### src/rtl/sext_narrow_if.sv
// sext_narrow handshake bundle.
// Input word channel, result channel and overflow counter.
interface sext_narrow_if #(
  parameter int WIDTH = 5
) ();
  logic             in_valid;
  logic             in_ready;
  logic [15:0]      in_data;
  logic             in_sat_en;
  logic             out_valid;
  logic             out_ready;
  logic [WIDTH-1:0] out_field;
  logic             out_fits;
  logic             out_sat;
  logic [7:0]       ovf_count;

  modport slave (
    input  in_valid,
    input  in_data,
    input  in_sat_en,
    input  out_ready,
    output in_ready,
    output out_valid,
    output out_field,
    output out_fits,
    output out_sat,
    output ovf_count
  );

  modport master (
    output in_valid,
    output in_data,
    output in_sat_en,
    output out_ready,
    input  in_ready,
    input  out_valid,
    input  out_field,
    input  out_fits,
    input  out_sat,
    input  ovf_count
  );
endinterface

### src/rtl/sext_narrow.sv
// sext_narrow: two-stage 16-bit to WIDTH-bit narrowing unit.
// Flags unrepresentable values, optionally saturates them.
module sext_narrow #(
  parameter int WIDTH = 5
) (
  input  logic          clk_50,
  input  logic          reset,
  sext_narrow_if.slave  bus
);

  localparam logic [WIDTH-1:0] SAT_POS =
    {1'b0, {(WIDTH-1){1'b1}}};
  localparam logic [WIDTH-1:0] SAT_NEG =
    {1'b1, {(WIDTH-1){1'b0}}};

  logic             r_s1_valid;
  logic [15:0]      r_s1_data;
  logic             r_s1_sat_en;

  logic             r_s2_valid;
  logic [WIDTH-1:0] r_field;
  logic             r_fits;
  logic             r_sat;
  logic [7:0]       r_ovf;

  logic             w_out_xfer;
  logic             w_s2_load;
  logic             w_s1_move;
  logic             w_in_ready;
  logic             w_in_xfer;
  logic [16-WIDTH:0] w_hi;
  logic             w_fits;
  logic [WIDTH-1:0] w_field;
  logic             w_sat;

  // Pipeline advance conditions; in_ready sees out_ready combinationally.
  always_comb begin
    w_out_xfer = r_s2_valid && bus.out_ready;
    w_s2_load  = !r_s2_valid || w_out_xfer;
    w_s1_move  = r_s1_valid && w_s2_load;
    w_in_ready = !r_s1_valid || w_s1_move;
    w_in_xfer  = bus.in_valid && w_in_ready;
  end

  // Fit test and truncate/saturate selection on the S1 word.
  always_comb begin
    w_hi    = r_s1_data[15:WIDTH-1];
    w_fits  = (&w_hi) || !(|w_hi);
    w_field = r_s1_data[WIDTH-1:0];
    w_sat   = 1'b0;
    if (!w_fits && r_s1_sat_en) begin
      w_sat   = 1'b1;
      w_field = r_s1_data[15] ? SAT_NEG : SAT_POS;
    end
  end

  // S1: capture the accepted word.
  always_ff @(posedge clk_50) begin
    if (reset) begin
      r_s1_valid  <= 1'b0;
      r_s1_data   <= '0;
      r_s1_sat_en <= 1'b0;
    end else if (w_in_xfer) begin
      r_s1_valid  <= 1'b1;
      r_s1_data   <= bus.in_data;
      r_s1_sat_en <= bus.in_sat_en;
    end else if (w_s1_move) begin
      r_s1_valid  <= 1'b0;
    end
  end

  // S2: result register, held while the consumer stalls.
  always_ff @(posedge clk_50) begin
    if (reset) begin
      r_s2_valid <= 1'b0;
      r_field    <= '0;
      r_fits     <= 1'b0;
      r_sat      <= 1'b0;
    end else if (w_s2_load) begin
      r_s2_valid <= r_s1_valid;
      if (r_s1_valid) begin
        r_field <= w_field;
        r_fits  <= w_fits;
        r_sat   <= w_sat;
      end
    end
  end

  // Count delivered unrepresentable results, sticking at 255.
  always_ff @(posedge clk_50) begin
    if (reset) begin
      r_ovf <= '0;
    end else if (w_out_xfer && !r_fits && r_ovf != 8'hFF) begin
      r_ovf <= r_ovf + 8'd1;
    end
  end

  assign bus.in_ready  = w_in_ready;
  assign bus.out_valid = r_s2_valid;
  assign bus.out_field = r_field;
  assign bus.out_fits  = r_fits;
  assign bus.out_sat   = r_sat;
  assign bus.ovf_count = r_ovf;

endmodule

### src/flat_wrapper.sv
// flat-port wrapper written by rule: the top's interface ports become plain ports
module sext_narrow_flat 
#(
  parameter int WIDTH = 5
)
  (clk_50, reset, bus_in_valid, bus_in_data, bus_in_sat_en, bus_out_ready, bus_in_ready, bus_out_valid, bus_out_field, bus_out_fits, bus_out_sat, bus_ovf_count);
  sext_narrow_if #(.WIDTH(WIDTH)) bus_i ();
  input  logic clk_50;
  input  logic reset;
  input wire logic [$bits(bus_i.in_valid)-1:0] bus_in_valid;
  input wire logic [$bits(bus_i.in_data)-1:0] bus_in_data;
  input wire logic [$bits(bus_i.in_sat_en)-1:0] bus_in_sat_en;
  input wire logic [$bits(bus_i.out_ready)-1:0] bus_out_ready;
  output wire logic [$bits(bus_i.in_ready)-1:0] bus_in_ready;
  output wire logic [$bits(bus_i.out_valid)-1:0] bus_out_valid;
  output wire logic [$bits(bus_i.out_field)-1:0] bus_out_field;
  output wire logic [$bits(bus_i.out_fits)-1:0] bus_out_fits;
  output wire logic [$bits(bus_i.out_sat)-1:0] bus_out_sat;
  output wire logic [$bits(bus_i.ovf_count)-1:0] bus_ovf_count;
  assign bus_i.in_valid = bus_in_valid;
  assign bus_i.in_data = bus_in_data;
  assign bus_i.in_sat_en = bus_in_sat_en;
  assign bus_i.out_ready = bus_out_ready;
  assign bus_in_ready = bus_i.in_ready;
  assign bus_out_valid = bus_i.out_valid;
  assign bus_out_field = bus_i.out_field;
  assign bus_out_fits = bus_i.out_fits;
  assign bus_out_sat = bus_i.out_sat;
  assign bus_ovf_count = bus_i.ovf_count;
  sext_narrow #(.WIDTH(WIDTH)) u_core (.clk_50(clk_50), .reset(reset), .bus(bus_i));
endmodule
### config.mk
export PLATFORM = sky130hd
export DESIGN_NAME = sext_narrow_flat
export DESIGN_NICKNAME = d
export VERILOG_FILES = /design/src/rtl/sext_narrow_if.sv /design/src/rtl/sext_narrow.sv /design/src/flat_wrapper.sv
export SDC_FILE = /design/constraint.sdc
export NUM_CORES = 1
export LEC_CHECK = 0
export BUFFER_PORTS_ARGS = -buffer_cell sky130_fd_sc_hd__buf_2
export CAP_MARGIN = 20
export CORE_MARGIN = 1.5
export CORE_UTILIZATION = 55
export CTS_CLUSTER_SIZE = 8
export DETAILED_ROUTE_END_ITERATION = 10
export HOLD_SLACK_MARGIN = 0.08
export PLACE_DENSITY = 0.87
export SLEW_MARGIN = 20
export SYNTH_ARGS = -nofsm -noshare
export SYNTH_HDL_FRONTEND = slang
export SYNTH_SLANG_ARGS = --single-unit
### constraint.sdc
create_clock -name clk_50 -period 3.7 [get_ports clk_50]
set_input_delay 0.37 -clock clk_50 [delete_from_list [all_inputs] [get_ports clk_50]]
set_output_delay 0.37 -clock clk_50 [all_outputs]
set_load 0.05 [all_outputs]
# After elaboration in Yosys (flattened, before gate mapping)
# Cells that the tools add are included.
# W data, S select, Z words.
[totals]
reg_bits = 34
inputBits = 21
[classes]
n_addsub = 1
n_eq_ne = 1
mux = 5
reduce_logical = 18
[ops]
columns = ["cell", "count"]
rows = [
  ["$reduce_and A12 Y1", 1],
  ["$reduce_or A12 Y1", 1],
  ["$mux W5", 2],
  ["$add A8 B1 Y8 const B", 1],
  ["$ne A8 B8 Y1 const B", 1],
  ["$logic_and A1 B1 Y1", 6],
  ["$logic_not A1 Y1", 5],
  ["$logic_or A1 B1 Y1", 3],
  ["$mux W1", 3],
  ["$reduce_and A2 Y1", 1],
  ["$reduce_bool A2 Y1", 1],
]

# Depth between registers and ports, before layout
# Gate-level depths: netlist of the first run.
[depth]
depth_word = 6
mapped_depth = 5
mapped_depth_nobuf = 5

# Worst setup path before layout of the first run
# Ideal clock, no wire load.
[synth_timing]
path_kind = "register to register"
startpoint = "register u_core.r_s2_valid (netlist: u_core.bus.out_valid)"
endpoint = "register u_core.r_s1_data[4]"
arrival_time_ps = 2036
required_ps = 3630
setup_slack_ps = 1594
stages_incl_launch_ff = 6
n_path_buf = 1
period_less_slack_ps = 2106
cell_sequence = "dfxtp_1 > nand3b_1 > nand2_1 > buf_2 > nand2_1 > a21oi_1"
[synth_between]
elab_chain_cells = 5
word_cells_on_any_way = 6
cone_classes = "reduce/logical: 6"
[synth_rtl]
columns = ["item", "line_no", "text"]
rows = [
  ["from (decl)", "sext_narrow.sv:20", "logic r_s2_valid;"],
  ["from (signal assigned)", "sext_narrow.sv:80", "r_s2_valid <= r_s1_valid;"],
  ["$logic_not A1 Y1 / $logic_and A1 B1 Y1 (equally long branches)", "sext_narrow.sv:39, sext_narrow.sv:38", ""],
  ["$logic_or A1 B1 Y1 *", "sext_narrow.sv:39", "w_s2_load = !r_s2_valid || w_out_xfer;"],
  ["$logic_and A1 B1 Y1 *", "sext_narrow.sv:40", "w_s1_move = r_s1_valid && w_s2_load;"],
  ["$logic_or A1 B1 Y1 *", "sext_narrow.sv:41", "w_in_ready = !r_s1_valid || w_s1_move;"],
  ["named net bus_in_ready", "flat_wrapper.sv:14", "output wire logic [$bits(bus_i.in_ready)-1:0] bus_in_ready;"],
  ["$logic_and A1 B1 Y1 *", "sext_narrow.sv:42", "w_in_xfer = bus.in_valid && w_in_ready;"],
  ["to (signal assigned)", "sext_narrow.sv:65", "r_s1_data <= bus.in_data;"],
  ["to (decl)", "sext_narrow.sv:17", "logic [15:0] r_s1_data;"],
]
# The timed path passes the listed nets; every way through them passes the cells marked *.
# A chain may end at the register's enable or synchronous reset.

# Final worst setup path of the first run
[layout_timing]
startpoint = "register u_core.r_ovf[0] (netlist: u_core.bus.ovf_count[0])"
endpoint = "register u_core.r_ovf[5] (netlist: u_core.bus.ovf_count[5])"
[layout_between]
elab_chain_cells = 2
word_cells_on_any_way = 3
cone_classes = "add/sub: 1; eq/ne: 1; reduce/logical: 1"
[layout_rtl]
columns = ["item", "line_no", "text"]
rows = [
  ["from (decl)", "sext_narrow.sv:24", "logic [7:0] r_ovf;"],
  ["from (signal assigned)", "sext_narrow.sv:94", "r_ovf <= r_ovf + 8'd1;"],
  ["branches (longest 2 deep; another with $add A8 B1 Y8)", "n/a", ""],
]
# Parallel ways; which one is timed is not known.

==> results of run 1 <==
==> where the power goes <==
part           internal, mW  switching (mW)  total [mW]  leakage [nW]
sequential            0.382          0.0126       0.395         0.278
combinational        0.0284          0.0557      0.0842         0.404
clock                0.0920           0.117       0.209        0.0353
total                 0.503           0.185       0.688         0.717
==> layout make-up <==
cell class,instances,area share
clock buffers,7,0.03306
clock inverters,1,0.003005
inverters,4,0.009016
multi-input cells,121,0.4125
flip-flops and latches,34,0.4087
well taps,30,0.02254
repair buffers,37,0.1112
==> critical path: stages, from the launching register on <==
cell	delay, ns
dfxtp_1	0.35
ha_1	0.24
and3_4	0.20
a21o_4	0.24
or4_1	0.46
a21oi_1	0.15
==> state kept, by name, summed over array words and instances, names as in the netlist <==
register,count
u_core.bus.out_sat,1
u_core.bus.out_field,5
u_core.r_s1_data,16
u_core.bus.ovf_count,8
u_core.bus.out_fits,1
u_core.bus.out_valid,1
u_core.r_s1_sat_en,1
u_core.r_s1_valid,1
==> synthesized netlist by cell type, types with 2 or more instances <==
master and count:
nand2_1 41, dfxtp_1 34, a21oi_1 21, nor2_1 8, a31oi_1 4, clkbuf_1 4, inv_1 4, nand4_1 4
o211ai_1 4, buf_2 3, nand3_1 3, nor2b_1 3, nor4_1 3, o31ai_1 3, xnor2_1 3, o211a_1 2
o21ai_0 2, or3_1 2, or4_1 2
==> layer usage <==
metal | track usage | up-vias | part of all wire
li1 | - | 657 | -
met1 | 0.2669 | 587 | 0.45
met2 | 0.3902 | 40 | 0.47
met3 | 0.05833 | 8 | 0.064
met4 | 0.1154 | 0 | 0.016
met5 | 0 | - | 0
==> worst paths after layout <==
path	startpoint	endpoint	slack, ns	depth (start not counted)
worst max-delay path	u_core.bus.ovf_count[0]$_SDFFE_PP0P_	u_core.bus.ovf_count[5]$_SDFFE_PP0P_	1.99	5
worst max register to register	u_core.bus.ovf_count[0]$_SDFFE_PP0P_	u_core.bus.ovf_count[5]$_SDFFE_PP0P_	1.99	5
worst min-delay path	bus_in_data[1]	u_core.r_s1_data[1]$_SDFFE_PP0P_	0.27	3
worst min register to register	u_core.r_s1_data[0]$_SDFFE_PP0P_	u_core.r_s1_data[0]$_SDFFE_PP0P_	0.46	2
==> per-stage QoR <==
| stage | hold WS [ns] | instance area (um2) | instances | total power, mW | utilization |
|---|---|---|---|---|---|
| finish | 0.2667 | 1665 | 234 | 0.6879 | 0.6784 |
| global route | 0.2639 | 1665 | 234 | 0.7190 | 0.6784 |
| CTS | 0.2663 | 1665 | 234 | 0.6920 | 0.6784 |
| detailed placement | 0.4506 | 1605 | 226 | 0.4871 | 0.6539 |
| global placement | 0.4517 | 1605 | 226 | 0.4821 | 0.6539 |
| floorplan | 0.4366 | 1413 | 166 | 0.4608 | - |
==> kinds of logic (layout without fill, tap and decap cells) <==
group / after synthesis / after routing
muxes: 1 / 1
buffers and inverters: 11 / 49
xor gates and xnor gates: 4 / 4
DFF: 34 / 34
AOI/OAI and AO/OA: 42 / 42
adders and majority gates: 1 / 1
and+or+nand+nor: 73 / 73
==> summary.txt, run 1 <==
Cells and area
  – Antenna Cells: 0
  – Most frequent cells in the layout: 41 x nand2_1, 37 x buf_2, 34 x dfxtp_1
  – Final nets: 225
  – Leading cell type in the layout, fill and taps excluded: nand2_1
  – Multi-input gate area in the final layout: 686.9 um2
  – Share of layout cells above drive strength 1: 0.2402
  – Fill count: approximately 220
  – Synth-to-layout area growth: 17.89%
  – FF+latch area: 680.7 um2

Route
  – Via count: 1292
  – DRC errors left: 0
  – Routed Wire Length: 2.973 mm
  – Drt pass-1 iters: 4
  – Routed WL per cell: about 13 um
  – 1st-iter DRT viols: 21
  – Vias per cell: 5.521
  – Antenna Nets Post-Route: 0

Clocking
  – Root Buffer: clkbuf_4
  – Worst skew pair latency: 0.33 ns
  – Post-CTS Setup Bufs: 0
  – CTS sink count: 34
  – Clk buf depth: 2
  – Num CTS Buffers: 5
  – Post_cts resized: 0
  – CTS tree: built
  – Clock slew at reported path FFs: 0.10 ns
  – CTS Hold Bufs: 0
  – Depth of the CTS H-tree: 2

Synth
  – Cells after synthesis: 166
  – Post-synth EDFFs: 0
  – Sequential-to-total area share from yosys stat: 0.4818
  – Synthesized Nets: ~190
  – Async S/R FF share, synth: 0
  – Yosys cell types: 35
  – Syn. warnings: 0
  – Mapped Area: 0.001413 mm2
  – Xor/xnor cell area share of the yosys netlist: 0.02480
  – Synth Area per Inst: approximately 8.5 um2
  – Dominant cell type by area after synthesis: dfxtp_1
  – Area share of fa/ha/maj cells after synthesis: 0.008857
  – Post-synth top area share: 0.4818
  – Main combinational cell family by area after synthesis: simple AND/OR/NAND/NOR gates
  – Simple-gate share of the synthesized area: 0.2551
  – Compound-gate portion of the synthesized area: 0.1904
  – Dominant cells by area after synthesis: dfxtp_1 48%, nand2_1 11%, a21oi_1 7.4%
  – Main flop type after synthesis: dfxtp_1
  – Mux contribution to synthesized area: 0.007086
  – Flops & latches, synth: 34

Floorplanning
  – Boundary Pins: 38
  – Die ar.: 0.002882 mm2
  – Die Y: around 54 um
  – Row cnt: 18
  – Core Area: 0.002455 mm2
  – Die width: around 54 um
  – Initial Util: 0.5754

Setup path
  – Kind of critical path: flip-flop to flip-flop
  – CP Launch Type: flip-flop
  – CP Data Arrival Time: 1.97 ns
  – CP required: 3.96 ns
  – Worst Path Max Fanout: 7
  – Crit. End Element: flip-flop

Global routing
  – Grt total ovfl: 0
  – Vias in the first global route: 1154
  – Largest net degree at the start of global routing: 34
  – Initial antenna violation count: 0
  – GRT Resource Usage Total: 0.2303
  – First-pass GRT wire length: 4.712 mm

Placement
  – Final Wtd Congestion: 0.7926
  – Post-DP HPWL: ~2.2 mm
  – IO Port Bufs: 37
  – Dpl ws: 1.996 ns

Timing
  – Relative slew slack: 0.5328
  – Tmin final: 1.708 ns
  – Tcrit/Tclk final: 0.4616
  – Worst Tran Pin Value: 0.7008 ns
  – Fin. Hold Viols: 0
  – TNS Setup: 0 ns
  – Peak Freq: 585.5 MHz
  – Clock skew: 0.004032 ns
  – Final setup margin: 1.992 ns
  – Unrepaired setup endpoints after global routing: false
  – Final Setup Violations: 0
  – Max Slew Vio Count: 0

Power and ir drop
  – Cell Pwr Density: between 400 and 500 mW/mm2
  – Peak VDD IR: 307.5 uV
  – Lkg Pwr: 0.7173 nW

Outcome
  – Outcome: completed

Hold path
  – Min-delay worst type: input port to flip-flop

Run
  – Max-Cap Viols: 0
No activity file was read; power rests on OpenSTA's default activity.
==> run 2, diff against run 1 <==
--- a/config.mk
+++ b/config.mk
@@ -5,14 +5,15 @@
 export SDC_FILE = /design/constraint.sdc
 export NUM_CORES = 1
 export LEC_CHECK = 0
+export ABC_AREA = 1
 export BUFFER_PORTS_ARGS = -buffer_cell sky130_fd_sc_hd__buf_2
 export CAP_MARGIN = 20
 export CORE_MARGIN = 1.5
-export CORE_UTILIZATION = 55
+export CORE_UTILIZATION = 51
 export CTS_CLUSTER_SIZE = 8
 export DETAILED_ROUTE_END_ITERATION = 10
 export HOLD_SLACK_MARGIN = 0.08
-export PLACE_DENSITY = 0.87
+export PLACE_DENSITY = 0.81
 export SLEW_MARGIN = 20
 export SYNTH_ARGS = -nofsm -noshare
 export SYNTH_HDL_FRONTEND = slang
==> constraint.sdc (replaced) <==
create_clock -name clk_50 -period 1.7 [get_ports clk_50]
set_input_delay 0.17 -clock clk_50 [delete_from_list [all_inputs] [get_ports clk_50]]
set_output_delay 0.17 -clock clk_50 [all_outputs]
set_load 0.05 [all_outputs]
==> summary.txt, run 2 <==
Outcome
  – Outcome: completed (unchanged)

Clocking
  – Post-CTS Setup Bufs: 0 (unchanged)
  – CTS sink count: 34 (unchanged)
  – Root Buffer: clkbuf_4 (unchanged)
  – CTS tree: built (unchanged)
  – Num CTS Buffers: 5 (unchanged)
  – Worst skew pair latency: 0.34 ns (was 0.33 ns)
  – Post_cts resized: 0 (unchanged)
  – Clock slew at reported path FFs: 0.10 ns (about the same)
  – Clk buf depth: 2 (unchanged)
  – Depth of the CTS H-tree: 2 (unchanged)

Power and ir drop
  – Int Pwr: 1.126 mW (was 0.5026 mW)
  – Net switching power figure: 0.4415 mW (was 0.1853 mW)
  – Switching Share: 0.2817 (was 0.2694)
  – Reg power frac: 0.555 (was 0.574)
  – Comb pwr share: 0.149 (was 0.122)
  – Clock power frac: 0.297 (was 0.304)
  – Cell Pwr Density: 858.4 mW/mm2 (was 413.1 mW/mm2)
  – Peak VDD IR: 696.0 uV (was 307.5 uV)
  – Lkg Pwr: 0.8601 nW (was 0.7173 nW)

Cells and area
  – Synth-to-layout area growth: 23.33% (was 17.89%)
  – Fill count: 271 (was 224)
  – Final core occ: 0.6620 (was 0.6784)
  – Max reg flops: 16 (unchanged)
  – Leading cell type in the layout, fill and taps excluded: nor2_1 (was nand2_1)
  – Share of layout cells above drive strength 1: 0.2588 (was 0.2402)
  – FF+latch area: 680.7 um2 (unchanged)
  – Multi-input gate area in the final layout: 690.7 um2 (was 686.9 um2)
  – Final nets: 276 (was 225)
  – Largest Register: u_core.r_s1_data (unchanged)
  – Most frequent cells in the layout: 48 x nor2_1, 37 x nand2_1, 37 x buf_2 (was 41 x nand2_1, 37 x buf_2, 34 x dfxtp_1)
  – Antenna Cells: 0 (unchanged)

Global routing
  – First-pass GRT wire length: 5.257 mm (was 4.712 mm)
  – GRT Resource Usage Total: 0.2086 (was 0.2303)
  – Initial antenna violation count: 0 (unchanged)
  – Vias in the first global route: 1308 (was 1154)
  – GR Layer Usage met3: 0.04839 (was 0.05833)
  – Met2 Resource Use GR: 0.3571 (was 0.3902)
  – Grt peak-use layer: met2 (unchanged)
  – Largest net degree at the start of global routing: 27 (was 34)
  – Grt total ovfl: 0 (unchanged)
  – Met1 GRT Util: 0.2410 (was 0.2669)

Floorplanning
  – Boundary Pins: 38 (unchanged)
  – Initial Util: 0.5368 (was 0.5754)
  – Row cnt: 19 (was 18)
  – Die width: 56.87 um (was 53.68 um)
  – Core Area: 0.002758 mm2 (was 0.002455 mm2)
  – Die Y: 56.87 um (was 53.68 um)
  – Die ar.: 0.003234 mm2 (was 0.002882 mm2)

Setup path
  – Worst r2r src: u_core.bus.ovf_count[0]$_SDFFE_PP0P_ (unchanged)
  – CP Cell Sequence: ha_1 -> inv_1 -> nor2_2 -> nand2_1 -> nand2_4 -> inv_4 -> nand3_1 -> nand2_1 -> a21oi_2 (was ha_1 -> and3_4 -> a21o_4 -> or4_1 -> a21oi_1)
  – Family with the most delay on the worst path: simple AND/OR/NAND/NOR gates (unchanged)
  – Crit. End Element: flip-flop (unchanged)
  – CP peak stage delay: 0.41 ns (was 0.46 ns)
  – CP most frequent cell: nand2_1
  – CP Launch Type: flip-flop (unchanged)
  – R2R depth: 9 (was 5)
  – CP Data Arrival Time: 1.68 ns (was 1.97 ns)
  – Worst Path Max Fanout: 10 (was 7)
  – Slack of the worst reg-to-reg path: 0.29 ns (was 1.99 ns)
  – Worst path slowest cell: dfxtp_1 (was or4_1)
  – Critical path buffers and inverters: 2 (was 0)
  – Reg2Reg Capture Point: u_core.bus.ovf_count[2]$_SDFFE_PP0P_ (was u_core.bus.ovf_count[5]$_SDFFE_PP0P_)
  – Kind of critical path: flip-flop to flip-flop (unchanged)
  – CP required: 1.98 ns (was 3.96 ns)

Hold path
  – Min-delay worst type: input port to flip-flop (unchanged)
  – Hold Path Origin: bus_in_data[15] (was bus_in_data[1])
  – Worst hold stages: 3 (unchanged)
  – Hold EP: u_core.r_s1_data[15]$_SDFFE_PP0P_ (was u_core.r_s1_data[1]$_SDFFE_PP0P_)

Synth
  – Cells after synthesis: 206 (was 166)
  – Dominant cells by area after synthesis: dfxtp_1 46%, nor2_1 12%, nand2_1 9.4% (was dfxtp_1 48%, nand2_1 11%, a21oi_1 7.4%)
  – Area share of fa/ha/maj cells after synthesis: 0.008453 (was 0.008857)
  – Most frequent cell after synthesis: nor2_1 (was nand2_1)
  – Flops & latches, synth: 34 (unchanged)
  – Compound-gate portion of the synthesized area: 0.1336 (was 0.1904)
  – Syn. warnings: 0 (unchanged)
  – Post-synth EDFFs: 0 (unchanged)
  – Dominant cell type by area after synthesis: dfxtp_1 (unchanged)
  – Mux contribution to synthesized area: 0 (was 0.007086)
  – Simple-gate share of the synthesized area: 0.3094 (was 0.2551)
  – Main flop type after synthesis: dfxtp_1 (unchanged)
  – Sequential-to-total area share from yosys stat: 0.4598 (was 0.4818)
  – Xor/xnor cell area share of the yosys netlist: 0.01183 (was 0.02480)
  – Post-synth top cells: 48 x nor2_1, 37 x nand2_1, 34 x dfxtp_1, 13 x a21oi_1, 13 x inv_1 (was 41 x nand2_1, 34 x dfxtp_1, 21 x a21oi_1, 8 x nor2_1)
  – Synth Area per Inst: 7.185 um2 (was 8.510 um2)
  – Main combinational cell family by area after synthesis: simple AND/OR/NAND/NOR gates (unchanged)
  – Async S/R FF share, synth: 0 (unchanged)
  – Synthesized Nets: 228 (was 188)
  – Post-synth top area share: 0.4598 (was 0.4818)
  – Mapped Area: 0.001480 mm2 (was 0.001413 mm2)
  – Yosys cell types: 27 (was 35)

Timing
  – Tcrit/Tclk final: 0.8287 (was 0.4616)
  – Unrepaired setup endpoints after global routing: false (unchanged)
  – Worst Tran Pin Value: 0.3806 ns (was 0.7008 ns)
  – Fin. Hold Viols: 0 (unchanged)
  – Tmin final: 1.409 ns (was 1.708 ns)
  – Peak Freq: 709.8 MHz (was 585.5 MHz)
  – Final Setup Violations: 0 (unchanged)
  – TNS Setup: 0 ns (unchanged)
  – Clock skew: 0.009843 ns (was 0.004032 ns)
  – Max Slew Vio Count: 0 (unchanged)
  – Relative slew slack: 0.7459 (was 0.5328)
  – Hold WS: 0.08509 ns (was 0.2667 ns)

Placement
  – Post-DP HPWL: 2.020 mm (was 2.194 mm)
  – IO Port Bufs: 37 (unchanged)
  – Final Wtd Congestion: 0.8425 (was 0.7926)

Run
  – Max-Cap Viols: 0 (unchanged)

Route
  – Drt pass-1 iters: 3 (was 4)
  – Via count: 1372 (was 1292)
  – Routed Wire Length: 2.941 mm (was 2.973 mm)
  – Antenna Nets Post-Route: 0 (unchanged)
  – Routed WL per cell: 10.28 um (was 12.71 um)
  – Vias per cell: 4.797 (was 5.521)
  – 1st-iter DRT viols: 34 (was 21)
  – DRC errors left: 0 (unchanged)
==> run 2: cell count changes after synthesis, sizes merged, moves of 3 or more <==
cell | previous run | this run
nor2 | 8 | 50
o21ai | 2 | 20
inv | 4 | 21
a21oi | 22 | 15
nand3 | 3 | 8
a31oi | 4 | 0
clkbuf | 4 | 1
nor2b | 3 | 0
nor4 | 3 | 0
o31ai | 3 | 0
==> run 2: cell families (layout without fill, tap and decap cells) <==
kind of cell	count (synthesis)	count (layout)
xor+xnor	2	2
buf+inv	27	76
fa+ha+maj	1	1
flops	34	34
simple gates	105	105
compound gates	37	37
==> run 2: how the worst max path moves through the flow <==
stage | startpoint | to | slack [ns] | depth (start not counted)
after floorplan | u_core.bus.out_valid$_SDFFE_PP0P_ | u_core.r_s1_sat_en$_SDFFE_PP0P_ | 0.02 | 5
after global placement | u_core.bus.ovf_count[0]$_SDFFE_PP0P_ | u_core.bus.ovf_count[2]$_SDFFE_PP0P_ | 0.38 | 9
after detailed placement | u_core.bus.ovf_count[0]$_SDFFE_PP0P_ | u_core.bus.ovf_count[3]$_SDFFE_PP0P_ | 0.32 | 9
after CTS | u_core.bus.ovf_count[0]$_SDFFE_PP0P_ | u_core.bus.ovf_count[3]$_SDFFE_PP0P_ | 0.29 | 9
after global routing | u_core.bus.ovf_count[0]$_SDFFE_PP0P_ | u_core.bus.ovf_count[3]$_SDFFE_PP0P_ | 0.13 | 9
final | u_core.bus.ovf_count[0]$_SDFFE_PP0P_ | u_core.bus.ovf_count[2]$_SDFFE_PP0P_ | 0.29 | 9
==> run 2: power by group through the flow <==
| stage | logic [mW] | registers (mW) | clock network (mW) |
|---|---|---|---|
| final | 0.233 | 0.869 | 0.465 |
| after global routing | 0.264 | 0.875 | 0.506 |
| after CTS | 0.234 | 0.869 | 0.473 |
| after detailed placement | 0.222 | 0.887 | 0 |
| after global placement | 0.217 | 0.886 | 0 |
| after floorplan | 0.117 | 0.930 | 0 |
==> run 2: cell type report <==
type | count | area share
multi-input cells | 145 | 0.3783
flip-flops and latches | 34 | 0.3729
repair buffers | 46 | 0.1480
inverters | 22 | 0.04661
clock buffers | 7 | 0.03016
well taps | 31 | 0.02125
clock inverters | 1 | 0.002742
==> run 2: repair_timing <==
item                                   CTS  global route
endpoints found under the hold margin    7             0
hold buffers                             7             0
setup endpoints to repair                0             0
==> run 2: layer usage <==
metal / wire length [um] / share of wire
met4: 68 / 0.023
met2: 1410 / 0.48
met3: 98 / 0.033
met1: 1363 / 0.46
met5: 0 / 0
==> run 2: per-stage QoR <==
step,instance area [um2],setup slack (ns),power [mW],std cells
floorplan,1485,0.01594,1.047,206
finish,1826,0.2912,1.567,286
CTS,1826,0.2925,1.577,286
global placement,1695,0.3821,1.103,271
global route,1826,0.1291,1.644,286
detailed placement,1695,0.3237,1.109,271
==> run 2: worst min-delay path, delay by kind of cell <==
kind	cells	cell delay (ns)
AND/OR/NAND/NOR	1	0.07
AO/OA/AOI/OAI	1	0.07
buffers and inverters	1	0.07
==> run 3, diff against run 2 <==
--- a/config.mk
+++ b/config.mk
@@ -5,15 +5,15 @@
 export SDC_FILE = /design/constraint.sdc
 export NUM_CORES = 1
 export LEC_CHECK = 0
-export ABC_AREA = 1
+export ABC_AREA = 0
 export BUFFER_PORTS_ARGS = -buffer_cell sky130_fd_sc_hd__buf_2
 export CAP_MARGIN = 20
 export CORE_MARGIN = 1.5
-export CORE_UTILIZATION = 51
+export CORE_UTILIZATION = 46
 export CTS_CLUSTER_SIZE = 8
 export DETAILED_ROUTE_END_ITERATION = 10
 export HOLD_SLACK_MARGIN = 0.08
-export PLACE_DENSITY = 0.81
+export PLACE_DENSITY = 0.78
 export SLEW_MARGIN = 20
 export SYNTH_ARGS = -nofsm -noshare
 export SYNTH_HDL_FRONTEND = slang
==> constraint.sdc (replaced) <==
create_clock -name clk_50 -period 1.2 [get_ports clk_50]
set_input_delay 0.12 -clock clk_50 [delete_from_list [all_inputs] [get_ports clk_50]]
set_output_delay 0.12 -clock clk_50 [all_outputs]
set_load 0.05 [all_outputs]
==> summary.txt, run 3 (synthesis gave the netlist of run 1 again) <==
Timing
  – Final Setup Violations: 33 (was 0)
  – Tcrit/Tclk final: 1.360 (was 0.8287)
  – Worst Tran Pin Value: 0.3428 ns (was 0.3806 ns)
  – Final setup margin: -0.4324 ns (was 0.2912 ns)
  – Fin. Hold Viols: 0 (unchanged)
  – Relative slew slack: 0.7706 (was 0.7459)
  – Max Slew Vio Count: 0 (unchanged)
  – Peak Freq: 612.6 MHz (was 709.8 MHz)
  – Tmin final: 1.632 ns (was 1.409 ns)
  – Unrepaired setup endpoints after global routing: true (was false)
  – TNS Setup: -6.266 ns (was 0 ns)
  – Clock skew: 0.008940 ns (was 0.009843 ns)
  – Hold WS: 0.1396 ns (was 0.08509 ns)

Cells and area
  – Share of layout cells above drive strength 1: 0.6148 (was 0.2588)
  – Leading cell type in the layout, fill and taps excluded: buf_4 (was nor2_1)
  – Final nets: 279 (was 276)
  – Antenna Cells: 0 (unchanged)
  – Most frequent cells in the layout: 34 x buf_4, 28 x buf_2, 22 x nand2_1 (was 48 x nor2_1, 37 x nand2_1, 37 x buf_2)
  – Max reg flops: 16 (unchanged)
  – Synth-to-layout area growth: 82.46% (was 23.33%)
  – Largest Register: u_core.r_s1_data (unchanged)
  – Fin cells: 288 (was 286)

Setup path
  – CP Data Arrival Time: 1.91 ns (was 1.68 ns)
  – CP Launch Type: flip-flop (unchanged)
  – Worst Path Max Fanout: 4 (was 10)
  – Kind of critical path: flip-flop to flip-flop (unchanged)
  – CP required: 1.48 ns (was 1.98 ns)
  – Crit. End Element: flip-flop (unchanged)

Clocking
  – Num CTS Buffers: 5 (unchanged)
  – Clk buf depth: 2 (unchanged)
  – Clock slew at reported path FFs: 0.10 ns (about the same)
  – CTS tree: built (unchanged)
  – CTS sink count: 34 (unchanged)
  – Root Buffer: clkbuf_4 (unchanged)
  – Worst skew pair latency: 0.35 ns (was 0.34 ns)
  – Depth of the CTS H-tree: 2 (unchanged)

Power and ir drop
  – Peak VDD IR: 724.7 uV (was 696.0 uV)
  – Overall Power: 2.355 mW (was 1.567 mW)
  – Cell Pwr Density: 913.7 mW/mm2 (was 858.4 mW/mm2)
  – Lkg Pwr: 1.098 nW (was 0.8601 nW)

Global routing
  – First-pass GRT wire length: 9.549 mm (was 5.257 mm)
  – Largest net degree at the start of global routing: 18 (was 27)
  – GRT Resource Usage Total: 0.3902 (was 0.2086)
  – Grt total ovfl: 0 (unchanged)
  – Initial antenna violation count: 0 (unchanged)
  – Vias in the first global route: 1884 (was 1308)

Route
  – Drt pass-1 iters: 5 (was 3)
  – Via count: 1794 (was 1372)
  – Vias per cell: 6.229 (was 4.797)
  – 1st-iter DRT viols: 172 (was 34)
  – Routed Wire Length: 6.413 mm (was 2.941 mm)
  – Routed WL per cell: 22.27 um (was 10.28 um)
  – DRC errors left: 0 (unchanged)
  – Antenna Nets Post-Route: 0 (unchanged)

Placement
  – Final Wtd Congestion: 0.8694 (was 0.8425)
  – Post-Place Cells: 257 (was 271)
  – IO Port Bufs: 37 (unchanged)
  – Post-DP HPWL: 2.628 mm (was 2.020 mm)

Run
  – Max-Cap Viols: 0 (unchanged)

Floorplanning
  – Initial Util: 0.4993 (was 0.5368)
  – Core Area: 0.002829 mm2 (was 0.002758 mm2)
  – Die width: 58.42 um (was 56.87 um)
  – Die ar.: 0.003412 mm2 (was 0.003234 mm2)
  – Boundary Pins: 38 (unchanged)
  – Row cnt: 19 (unchanged)
  – Die Y: 58.42 um (was 56.87 um)

Outcome
  – Violated checks: setup timing
  – Outcome: complete, but fails checks (was completed)

Hold path
  – Min-delay worst type: input port to flip-flop (unchanged)
## run 3: critical path, stage by stage, from the launching register on
cell	delay, ns
dfxtp_4	0.36
ha_4	0.15
and3_4	0.18
a21o_4	0.22
or4_4	0.51
a21oi_2	0.14
## run 3: final cells by class
cell class                      instances  area [um2]
Tap cell                               31       38.79
Timing Repair Buffer                   91       700.7
Inverter                                4       15.01
Clock buffer                            7       45.04
Fill cell                             110       251.5
Multi-Input combinational cell        121        1044
Sequential cell                        34       734.5
## run 3: metal layers
layer  up-vias  part of all wire  global-route usage  wire (um)
met2       145              0.51              0.6854       3246
met5         -                 0                   0          0
met1       840              0.35              0.4174       2240
li1        767                 -                   -          -
met3        42             0.087             0.09451        559
met4         0             0.057              0.2425        367
## run 3: power by group
part	switching (mW)	total, mW	internal (mW)
logic	0.300	0.534	0.234
registers	0.0523	1.22	1.17
clock network	0.383	0.604	0.221
total	0.736	2.36	1.62
## run 3: path summary, 6_finish.rpt
check	start	end	slack, ns	cells past startpoint
max	u_core.bus.ovf_count[1]$_SDFFE_PP0P_	u_core.bus.ovf_count[5]$_SDFFE_PP0P_	-0.43	5
min	bus_in_valid	u_core.r_s1_valid$_SDFFE_PP0P_	0.14	3
max reg2reg	u_core.bus.ovf_count[1]$_SDFFE_PP0P_	u_core.bus.ovf_count[5]$_SDFFE_PP0P_	-0.43	5
min reg2reg	u_core.bus.out_field[3]$_SDFFE_PP0P_	u_core.bus.out_field[3]$_SDFFE_PP0P_	0.50	2
## run 3: what timing repair did
item                       4_1_cts  5_1_grt
hold buffers                    18        0
setup endpoints to repair       33       41
setup buffers                    8        1
pin swaps                       48       21
resized for setup               74       34
cloned                           2        0
hold endpoints to repair        21        0
## run 3: metrics by stage
stage | area (um2) | utilization | setup slack, ns
global placement | 1953 | 0.6904 | -0.3076
global route | 2577 | 0.9111 | -0.4610
CTS | 2552 | 0.9023 | -0.3847
detailed placement | 1953 | 0.6904 | -0.3416
finish | 2577 | 0.9111 | -0.4324
floorplan | 1530 | - | -0.4056
